### config.mk
export PLATFORM = sky130hd
export DESIGN_NAME = score_playback_reader_flat
export DESIGN_NICKNAME = d
export VERILOG_FILES = /design/src/rtl/score_playback_reader_if.sv /design/src/rtl/score_playback_reader.sv /design/src/flat_wrapper.sv
export SDC_FILE = /design/constraint.sdc
export NUM_CORES = 1
export LEC_CHECK = 0
export CORE_ASPECT_RATIO = 1.2
export CORE_MARGIN = 4
export CORE_UTILIZATION = 50
export DETAILED_ROUTE_END_ITERATION = 8
export PLACE_DENSITY = 0.84
export SKIP_CTS_REPAIR_TIMING = 1
export SYNTH_ARGS = -nofsm -noshare
export SYNTH_HDL_FRONTEND = slang
export SYNTH_SLANG_ARGS = --single-unit
### constraint.sdc
create_clock -name clk -period 2.95 [get_ports clk]
set_input_delay 0.885 -clock clk [delete_from_list [all_inputs] [get_ports clk]]
set_output_delay 0.885 -clock clk [all_outputs]
set_load 0.1 [all_outputs]
### src/rtl/score_playback_reader_if.sv
// -----------------------------------------------------------------------------
// score_playback_reader_if
//
// Read port of the score note memory, shared by the playback reader (master)
// and the synchronous RAM (slave).
//
// Signals:
//   rd_addr  ADDR_W  read address, driven by the reader
//   rd_data  KEY_W   read data, driven by the RAM
//
// Handshake: this port has no valid/ready pair. It is a fixed-latency
// read. The RAM samples rd_addr on a rising clock edge, and rd_data holds
// mem[rd_addr] for the whole following cycle. The reader keeps rd_addr
// stable for the cycle before it captures rd_data.
// -----------------------------------------------------------------------------
interface score_playback_reader_if #(
  parameter int ADDR_W = 9,
  parameter int KEY_W  = 6
);
  logic [ADDR_W-1:0] rd_addr;
  logic [KEY_W-1:0]  rd_data;

  modport master (output rd_addr, input rd_data);
  modport slave  (input rd_addr, output rd_data);
endinterface

### src/rtl/score_playback_reader.sv
// -----------------------------------------------------------------------------
// score_playback_reader
//
// Playback sequencer for a recorded score. It advances through the note memory
// by one entry per beat and sends the current key code to the tone path. It
// also sends the beat index to the score display.
//
// Ports:
//   clk        system clock, rising edge
//   reset      synchronous, active-low reset
//   play       level: high = play, low = stop/abort
//   beat       beat square wave; each rising edge advances the score
//   mem        score memory read port (master side: rd_addr out, rd_data in)
//   key_out    registered key code currently sounding (0 = rest)
//   beat_num   index of the entry held in key_out
//   playing    high in FETCH, CAPT, HOLD
//   done       high in DONE
//   state_dbg  current FSM state, for debug and checkers
//
// Build option:
//   SCORE_LOOP_EN  when defined, an advance past LAST_ADDR wraps to address 0.
//                  When undefined, the same advance ends playback in DONE.
//                  An END_CODE entry ends playback in both builds.
// -----------------------------------------------------------------------------
module score_playback_reader #(
  parameter int                ADDR_W    = 9,
  parameter int                KEY_W     = 6,
  parameter int unsigned       LAST_ADDR = 511,
  parameter logic [KEY_W-1:0]  END_CODE  = 6'h3F
) (
  input  logic                  clk,
  input  logic                  reset,
  input  logic                  play,
  input  logic                  beat,
  score_playback_reader_if.master mem,
  output logic [KEY_W-1:0]      key_out,
  output logic [ADDR_W-1:0]     beat_num,
  output logic                  playing,
  output logic                  done,
  output logic [2:0]            state_dbg
);

  typedef enum logic [2:0] {
    S_IDLE  = 3'd0,
    S_FETCH = 3'd1,
    S_CAPT  = 3'd2,
    S_HOLD  = 3'd3,
    S_DONE  = 3'd4
  } state_t;

  state_t            state;
  state_t            state_next;
  logic              beat_q;
  logic              beat_rise;
  logic              pending;
  logic              advance;
  logic              at_last;
  logic              end_hit;
  logic [ADDR_W-1:0] rd_addr;

  assign mem.rd_addr = rd_addr;

  assign beat_rise = beat & ~beat_q;
  // A beat can come from this cycle's edge or from one buffered while the
  // next entry was still being fetched.
  assign advance   = (state == S_HOLD) && (beat_rise || pending);
  assign at_last   = (rd_addr == ADDR_W'(LAST_ADDR));
  assign end_hit   = (mem.rd_data == END_CODE);

  // State register
  always_ff @(posedge clk) begin
    if (!reset) begin
      state <= S_IDLE;
    end else begin
      state <= state_next;
    end
  end

  // Next-state logic. A low play aborts from every active state first.
  always_comb begin
    state_next = state;
    case (state)
      S_IDLE: begin
        if (play) state_next = S_FETCH;
      end
      S_FETCH: begin
        if (!play) state_next = S_IDLE;
        else       state_next = S_CAPT;
      end
      S_CAPT: begin
        if (!play)        state_next = S_IDLE;
        else if (end_hit) state_next = S_DONE;
        else              state_next = S_HOLD;
      end
      S_HOLD: begin
        if (!play) begin
          state_next = S_IDLE;
        end else if (advance) begin
`ifdef SCORE_LOOP_EN
          state_next = S_FETCH;
`else
          state_next = at_last ? S_DONE : S_FETCH;
`endif
        end
      end
      S_DONE: begin
        if (!play) state_next = S_IDLE;
      end
      default: state_next = S_IDLE;
    endcase
  end

  // Outputs decoded from the state register, so they change only on a clock edge.
  always_comb begin
    playing   = (state == S_FETCH) || (state == S_CAPT) || (state == S_HOLD);
    done      = (state == S_DONE);
    state_dbg = state;
  end

  // Datapath: beat edge detect, pending beat, address, index and key registers.
  always_ff @(posedge clk) begin
    if (!reset) begin
      beat_q   <= 1'b0;
      pending  <= 1'b0;
      rd_addr  <= '0;
      beat_num <= '0;
      key_out  <= '0;
    end else begin
      beat_q <= beat;
      if (state_next == S_IDLE) begin
        // Entering or staying in IDLE clears everything. This also covers
        // an abort, so the tone stops at the same edge.
        pending  <= 1'b0;
        rd_addr  <= '0;
        beat_num <= '0;
        key_out  <= '0;
      end else begin
        case (state)
          S_FETCH: begin
            if (beat_rise) pending <= 1'b1;
          end
          S_CAPT: begin
            // Only one beat is buffered. A second rise here merges into it.
            if (beat_rise) pending <= 1'b1;
            key_out <= end_hit ? '0 : mem.rd_data;
          end
          S_HOLD: begin
            if (advance) begin
              pending <= 1'b0;
              if (at_last) begin
`ifdef SCORE_LOOP_EN
                rd_addr  <= '0;
                beat_num <= '0;
`else
                key_out  <= '0;
`endif
              end else begin
                rd_addr  <= rd_addr + 1'b1;
                beat_num <= beat_num + 1'b1;
              end
            end
          end
          S_DONE: begin
            key_out <= '0;
          end
          default: ;
        endcase
      end
    end
  end

endmodule

### src/flat_wrapper.sv
// flat-port wrapper written by rule: the top's interface ports become plain ports
module score_playback_reader_flat 
#(
  parameter int                ADDR_W    = 9,
  parameter int                KEY_W     = 6,
  parameter int unsigned       LAST_ADDR = 511,
  parameter logic [KEY_W-1:0]  END_CODE  = 6'h3F
)
  (clk, reset, play, beat, key_out, beat_num, playing, done, state_dbg, mem_rd_addr, mem_rd_data);
  score_playback_reader_if #(.ADDR_W(ADDR_W), .KEY_W(KEY_W)) mem_i ();
  input  logic clk;
  input  logic reset;
  input  logic play;
  input  logic beat;
  output logic [KEY_W-1:0] key_out;
  output logic [ADDR_W-1:0] beat_num;
  output logic playing;
  output logic done;
  output logic [2:0] state_dbg;
  output wire logic [$bits(mem_i.rd_addr)-1:0] mem_rd_addr;
  input wire logic [$bits(mem_i.rd_data)-1:0] mem_rd_data;
  assign mem_rd_addr = mem_i.rd_addr;
  assign mem_i.rd_data = mem_rd_data;
  score_playback_reader #(.ADDR_W(ADDR_W), .KEY_W(KEY_W), .LAST_ADDR(LAST_ADDR), .END_CODE(END_CODE)) u_core (.clk(clk), .reset(reset), .play(play), .beat(beat), .mem(mem_i), .key_out(key_out), .beat_num(beat_num), .playing(playing), .done(done), .state_dbg(state_dbg));
endmodule
==> results.py, run 1 <==
metrics = {
    "outcome": {
        "outcome": "completed",
    },
    "layout": {
        "instances_no_fill": 215,
        "area_growth_syn_to_layout_pct": 30.2,
        "layout-drive-gt1-share": 0.253,
        "fillerInstances": 224,
        "nets": 194,
        "num_antenna_cells": 0,
    },
    "sta": {
        "setup_violations": 0,
        "fin_crit_sh": 0.806,
        "worst_pin_slew_ps": 738,
        "drv_slew": 0,
        "hold_viol_final": 0,
        "fin_skew_ps": 8.00,
        "relSlewSlack": 0.507,
        "fin_setup_tns_ps": 0,
        "period_needed_ps": 2380,
        "fmax_mhz": 420,
        "rsz0062_at_grt": "no",
    },
    "clocking": {
        "cts_tree": "done",
        "clk_pin_slew_ps": 90,
        "clock_latency_ps": 330,
        "root_buffer": "clkbuf_4",
        "numCtsBuffers": 5,
        "clock-sinks": 29,
        "clock_path_buffers": 2,
        "htree_levels": 2,
    },
    "route": {
        "wire_per_inst_um": 14.3,
        "viasPerCell": 5.72,
        "drtAntennaViolNets": 0,
        "first_pass_iters": 4,
        "drc": 0,
        "routed_wl_um": 3070,
        "vias": 1230,
        "drtIter0Drc": 21,
    },
    "job": {
        "cap_violations": 0,
    },
    "placed_design": {
        "gp_congestion": 0.764,
        "dp_hpwl_um": 2180,
        "dp.cells": 207,
        "io_buffers": 38,
    },
    "critical_path": {
        "worstPathArrival_ps": 1490,
        "cp.required_ps": 2070,
        "reg2reg_slack_ps": 660,
        "worstPathMaxFanout": 12,
        "crit_type": "flip-flop to output port",
        "end_kind": "output port",
        "cp_cell_sequence": "nor2_1, nand2_1, inv_1, buf_4",
        "critPathSlowestCell": "dfxtp_1",
        "cpPeakStageDelay_ps": 430,
        "cp-start-kind": "flip-flop",
    },
    "synth": {
        "yosysUniqueCellTypes": 38,
        "synth_seq_cells": 29,
        "ys_warn_count": 0,
        "synth_top_flop_cell": "dfxtp_1",
        "syn-cell-area_um2": 1320,
        "synth-edff-count": 0,
        "async_flop_share": 0,
        "syn_nets": 155,
        "ys_seq_area_frac": 0.439,
        "synthCells": 142,
        "synth.avg_cell_area_um2": 9.31,
    },
    "global_route": {
        "grt_usage": 0.195,
        "grt_remaining_overflow": 0,
        "grt_pass1_vias": 1144,
        "grt_max_degree": 19,
        "grt_pass1_wl_um": 5050,
        "antenna_found_initial": 0,
    },
    "min_path": {
        "hold_path_class": "flip-flop to flip-flop",
    },
    "floorplanning": {
        "die_w_um": 55.0,
        "ios": 39,
        "die_h_um": 64.3,
        "coreArea_um2": 2530,
        "fp-row-count": 20,
        "dieArea_um2": 3540,
        "start_util": 0.523,
    },
    "power": {
        "p_leak_nw": 0.680,
        "vdd_drop_max_mv": 0.457,
        "powerDensity_nw_per_um2": 467,
    },
}
[Yosys cell counts (all sizes together) (3+ instances only)]
cell     count  area (um^2)
a21oi        9         45.0
a32o         6         60.1
buf          4         37.5
clkbuf       3         12.5
dfxtp       29          581
ha           3         37.5
mux2i        3         30.0
nand2       11         41.3
nand3        4         20.0
nor2        20         75.1
o2111ai      3         26.3
o21ai        7         38.8
o31ai        4         30.0
or3          4         28.8
or4          4         30.0
xor2         7         61.3
[where the power goes]
part | total (mW) | internal [mW] | switching, mW
logic | 0.0646 | 0.0219 | 0.0427
clock network | 0.340 | 0.202 | 0.137
registers | 0.399 | 0.394 | 0.00497
total | 0.803 | 0.618 | 0.185
[path summary, 6_finish.rpt]
check                                                         from                                 end  cells after the start
worst max-delay path                u_core.state_dbg[0]$_SDFF_PN0_                                done                      4
worst max register to register  u_core.mem.rd_addr[0]$_SDFFE_PP0P_  u_core.mem.rd_addr[3]$_SDFFE_PP0P_                      8
worst min register to register     u_core.beat_num[8]$_SDFFE_PP0P_     u_core.beat_num[8]$_SDFFE_PP0P_                      2
worst min-delay path               u_core.beat_num[8]$_SDFFE_PP0P_     u_core.beat_num[8]$_SDFFE_PP0P_                      2
[state kept, by name, summed over array words and instances (netlist names)]
signal and cells:
u_core.beat_num 9, u_core.beat_q 1, u_core.key_out 6, u_core.mem.rd_addr 9
u_core.pending 1, u_core.state_dbg 3
[worst max-delay path: cells and delay by family (launching register included)]
family | cells | cell delay, ps
buf+inv | 2 | 350
flops | 1 | 430
simple gates | 2 | 380
[area by class of cell]
type	instances	area (um^2)	share of cell area
flip-flops and latches	29	581	0.337
multi-input cells	104	692	0.402
repair buffers	39	315	0.183
inverters	2	7.51	0.00436
clock inverters	1	30.0	0.0174
clock buffers	7	55.1	0.0320
well taps	33	41.3	0.0240
[cells by family (layout without fill, tap and decap cells)]
kind of cell             after synthesis  after routing  share of synthesized area
buffers and inverters                  9             49                     0.0435
flip-flops                            29             29                      0.439
XOR/XNOR                               7              7                     0.0464
adder cells (fa/ha/maj)                3              3                     0.0284
multiplexers                           3              3                     0.0227
AND/OR/NAND/NOR                       54             54                      0.220
AO/OA/AOI/OAI                         37             37                      0.200
[layer usage]
metal	wire length, um	vias to the layer above	track usage	share of wire
li1	-	607	-	-
met1	1240	570	0.219	0.40
met2	1540	47	0.324	0.50
met3	252	6	0.0769	0.082
met4	46	0	0.0638	0.015
met5	0	-	0	0
[through the flow]
step / hold WS (ps) / util / worst slack (ps) / total power [mW] / cell area [um^2]
2_1_floorplan: 658 / - / 160 / 0.450 / 1330
3_3_place_gp: 462 / 0.648 / 421 / 0.471 / 1640
3_5_place_dp: 485 / 0.648 / 363 / 0.473 / 1640
4_1_cts: 500 / 0.681 / 548 / 0.814 / 1720
5_1_grt: 529 / 0.681 / 449 / 0.842 / 1720
6_report: 498 / 0.681 / 572 / 0.803 / 1720
[layout by cell type (no fill, tap or decap), drive strengths merged, types with 4 or more instances in the layout]
| cell type | n |
|---|---|
| buf | 30 |
| clkdlybuf4s50 | 9 |
| or4 | 4 |
| dfxtp | 29 |
| o21ai | 7 |
| clkbuf | 7 |
| a32o | 6 |
| xor2 | 7 |
| or3 | 4 |
| o31ai | 4 |
| a21oi | 9 |
| nand3 | 4 |
| nor2 | 20 |
| nand2 | 11 |
Power figures use the tool's default switching activity.
==> run 2: changes to the inputs <==
CORE_UTILIZATION = 42   (was 50)
PLACE_DENSITY = 0.75   (was 0.84)
clock period = 2.05 ns   (was 2.95 ns; I/O delays follow)
==> results.py, run 2 (same netlist as run 1, synthesis figures left out) <==
metrics = {
    "sta": {
        "drv_slew": 0,
        "relSlewSlack": 0.592,
        "setup_violations": 2,
        "fmax_mhz": 472,
        "fin_skew_ps": 7.39,
        "setup_slack_ps": -70.4,
        "period_needed_ps": 2120,
        "worst_pin_slew_ps": 611,
        "rsz0062_at_grt": "yes",
        "hold_viol_final": 0,
        "fin_crit_sh": 1.03,
        "fin_setup_tns_ps": -116,
    },
    "floorplanning": {
        "die_h_um": 69.5,
        "dieArea_um2": 4110,
        "fp-row-count": 22,
        "die_w_um": 59.2,
        "ios": 39,
        "coreArea_um2": 3060,
        "start_util": 0.433,
    },
    "power": {
        "powerDensity_nw_per_um2": 478,
        "vdd_drop_max_mv": 0.400,
        "p_leak_nw": 0.875,
    },
    "global_route": {
        "grt_max_degree": 19,
        "grt_remaining_overflow": 0,
        "grt_pass1_vias": 1269,
        "grt_pass1_wl_um": 5570,
        "antenna_found_initial": 0,
        "grt_usage": 0.175,
    },
    "clocking": {
        "clock-sinks": 29,
        "cts_tree": "done",
        "clock_latency_ps": 330,
        "root_buffer": "clkbuf_4",
        "clk_pin_slew_ps": 100,
        "clock_path_buffers": 2,
        "numCtsBuffers": 5,
        "htree_levels": 2,
    },
    "critical_path": {
        "critPathSlowestCell": "or4_1",
        "cpLargestDelayFamily": "simple AND/OR/NAND/NOR gates",
        "cp_cell_sequence": "and4_4, nand2_4, nor2_4, ha_2, and4bb_4, o211ai_1, or4_1, a21oi_1",
        "worstPathMaxFanout": 6,
        "cp.required_ps": 2320,
        "crit_buf_inv": 0,
        "cpPeakStageDelay_ps": 500,
        "crit_type": "flip-flop to flip-flop",
        "end_kind": "flip-flop",
        "worstPathArrival_ps": 2390,
        "cp-start-kind": "flip-flop",
    },
    "layout": {
        "layout-drive-gt1-share": 0.458,
        "num_antenna_cells": 0,
        "fin_util": 0.773,
        "final_common_cell": "buf_12",
        "reg_top3": "u_core.beat_num: 9 flops, u_core.mem.rd_addr: 9 flops, u_core.key_out: 6 flops",
        "area_growth_syn_to_layout_pct": 78.5,
        "nets": 215,
        "fin_area_um2": 2360,
        "fillerInstances": 196,
        "final_cell_mix": "buf_12 (29), buf_4 (20), nor2_1 (18), dfxtp_1 (16)",
    },
    "route": {
        "viasPerCell": 5.66,
        "drtAntennaViolNets": 0,
        "drtIter0Drc": 46,
        "drc": 0,
        "routed_wl_um": 3770,
        "first_pass_iters": 4,
        "wire_per_inst_um": 15.8,
        "vias": 1352,
    },
    "job": {
        "cap_violations": 0,
    },
    "placed_design": {
        "gp_congestion": 0.866,
        "place_ws_ps": -151,
        "dp_hpwl_um": 2750,
        "post_dp_cell_area_um2": 2170,
        "io_buffers": 38,
    },
    "min_path": {
        "hold_path_class": "flip-flop to flip-flop",
    },
    "outcome": {
        "violations": "setup timing",
        "outcome": "finished, violations left",
    },
}
[run 2: worst register-to-register path, cell delays in order (launching register included)]
cell	delay, ps
dfxtp_4	350
and4_4	200
nand2_4	80
nor2_4	40
ha_2	180
and4bb_4	390
o211ai_1	170
or4_1	510
a21oi_1	150
[run 2: metal layers]
metal	share of wire	routed length [um]	GRT usage
met5	0	0	0
met4	0.014	52	0.0730
met3	0.058	219	0.0577
met2	0.56	2100	0.318
met1	0.37	1400	0.173
[run 2: area by class of cell]
type	instances	area, um^2	area share
timing repair buffer	59	832	0.352
inverter	2	11.3	0.00477
tap	36	45.0	0.0191
clock buffer	8	80.1	0.0339
multi-input combinational	105	776	0.329
sequential	29	617	0.261
[run 2: path summary, 6_finish.rpt]
| kind | startpoint | endpoint | slack, ps | cells past startpoint |
|---|---|---|---|---|
| worst max-delay path | u_core.mem.rd_addr[2]$_SDFFE_PP0P_ | u_core.beat_num[8]$_SDFFE_PP0P_ | -70 | 8 |
| worst min-delay path | u_core.beat_num[8]$_SDFFE_PP0P_ | u_core.beat_num[8]$_SDFFE_PP0P_ | 540 | 2 |
| worst max register to register | u_core.mem.rd_addr[2]$_SDFFE_PP0P_ | u_core.beat_num[8]$_SDFFE_PP0P_ | -70 | 8 |
| worst min register to register | u_core.beat_num[8]$_SDFFE_PP0P_ | u_core.beat_num[8]$_SDFFE_PP0P_ | 540 | 2 |
[run 2: per-stage QoR]
stage	std cells	power, mW	hold WS, ps
floorplan	142	0.640	632
global placement	225	0.690	490
detailed placement	225	0.693	521
CTS	233	1.13	536
global route	239	1.17	564
finish	239	1.13	544
[run 2: power by group]
part | total (mW) | switching, mW | leakage [nW] | internal [mW]
combinational | 0.116 | 0.0668 | 0.588 | 0.0495
clock | 0.445 | 0.203 | 0.0437 | 0.242
sequential | 0.567 | 0.00900 | 0.243 | 0.558
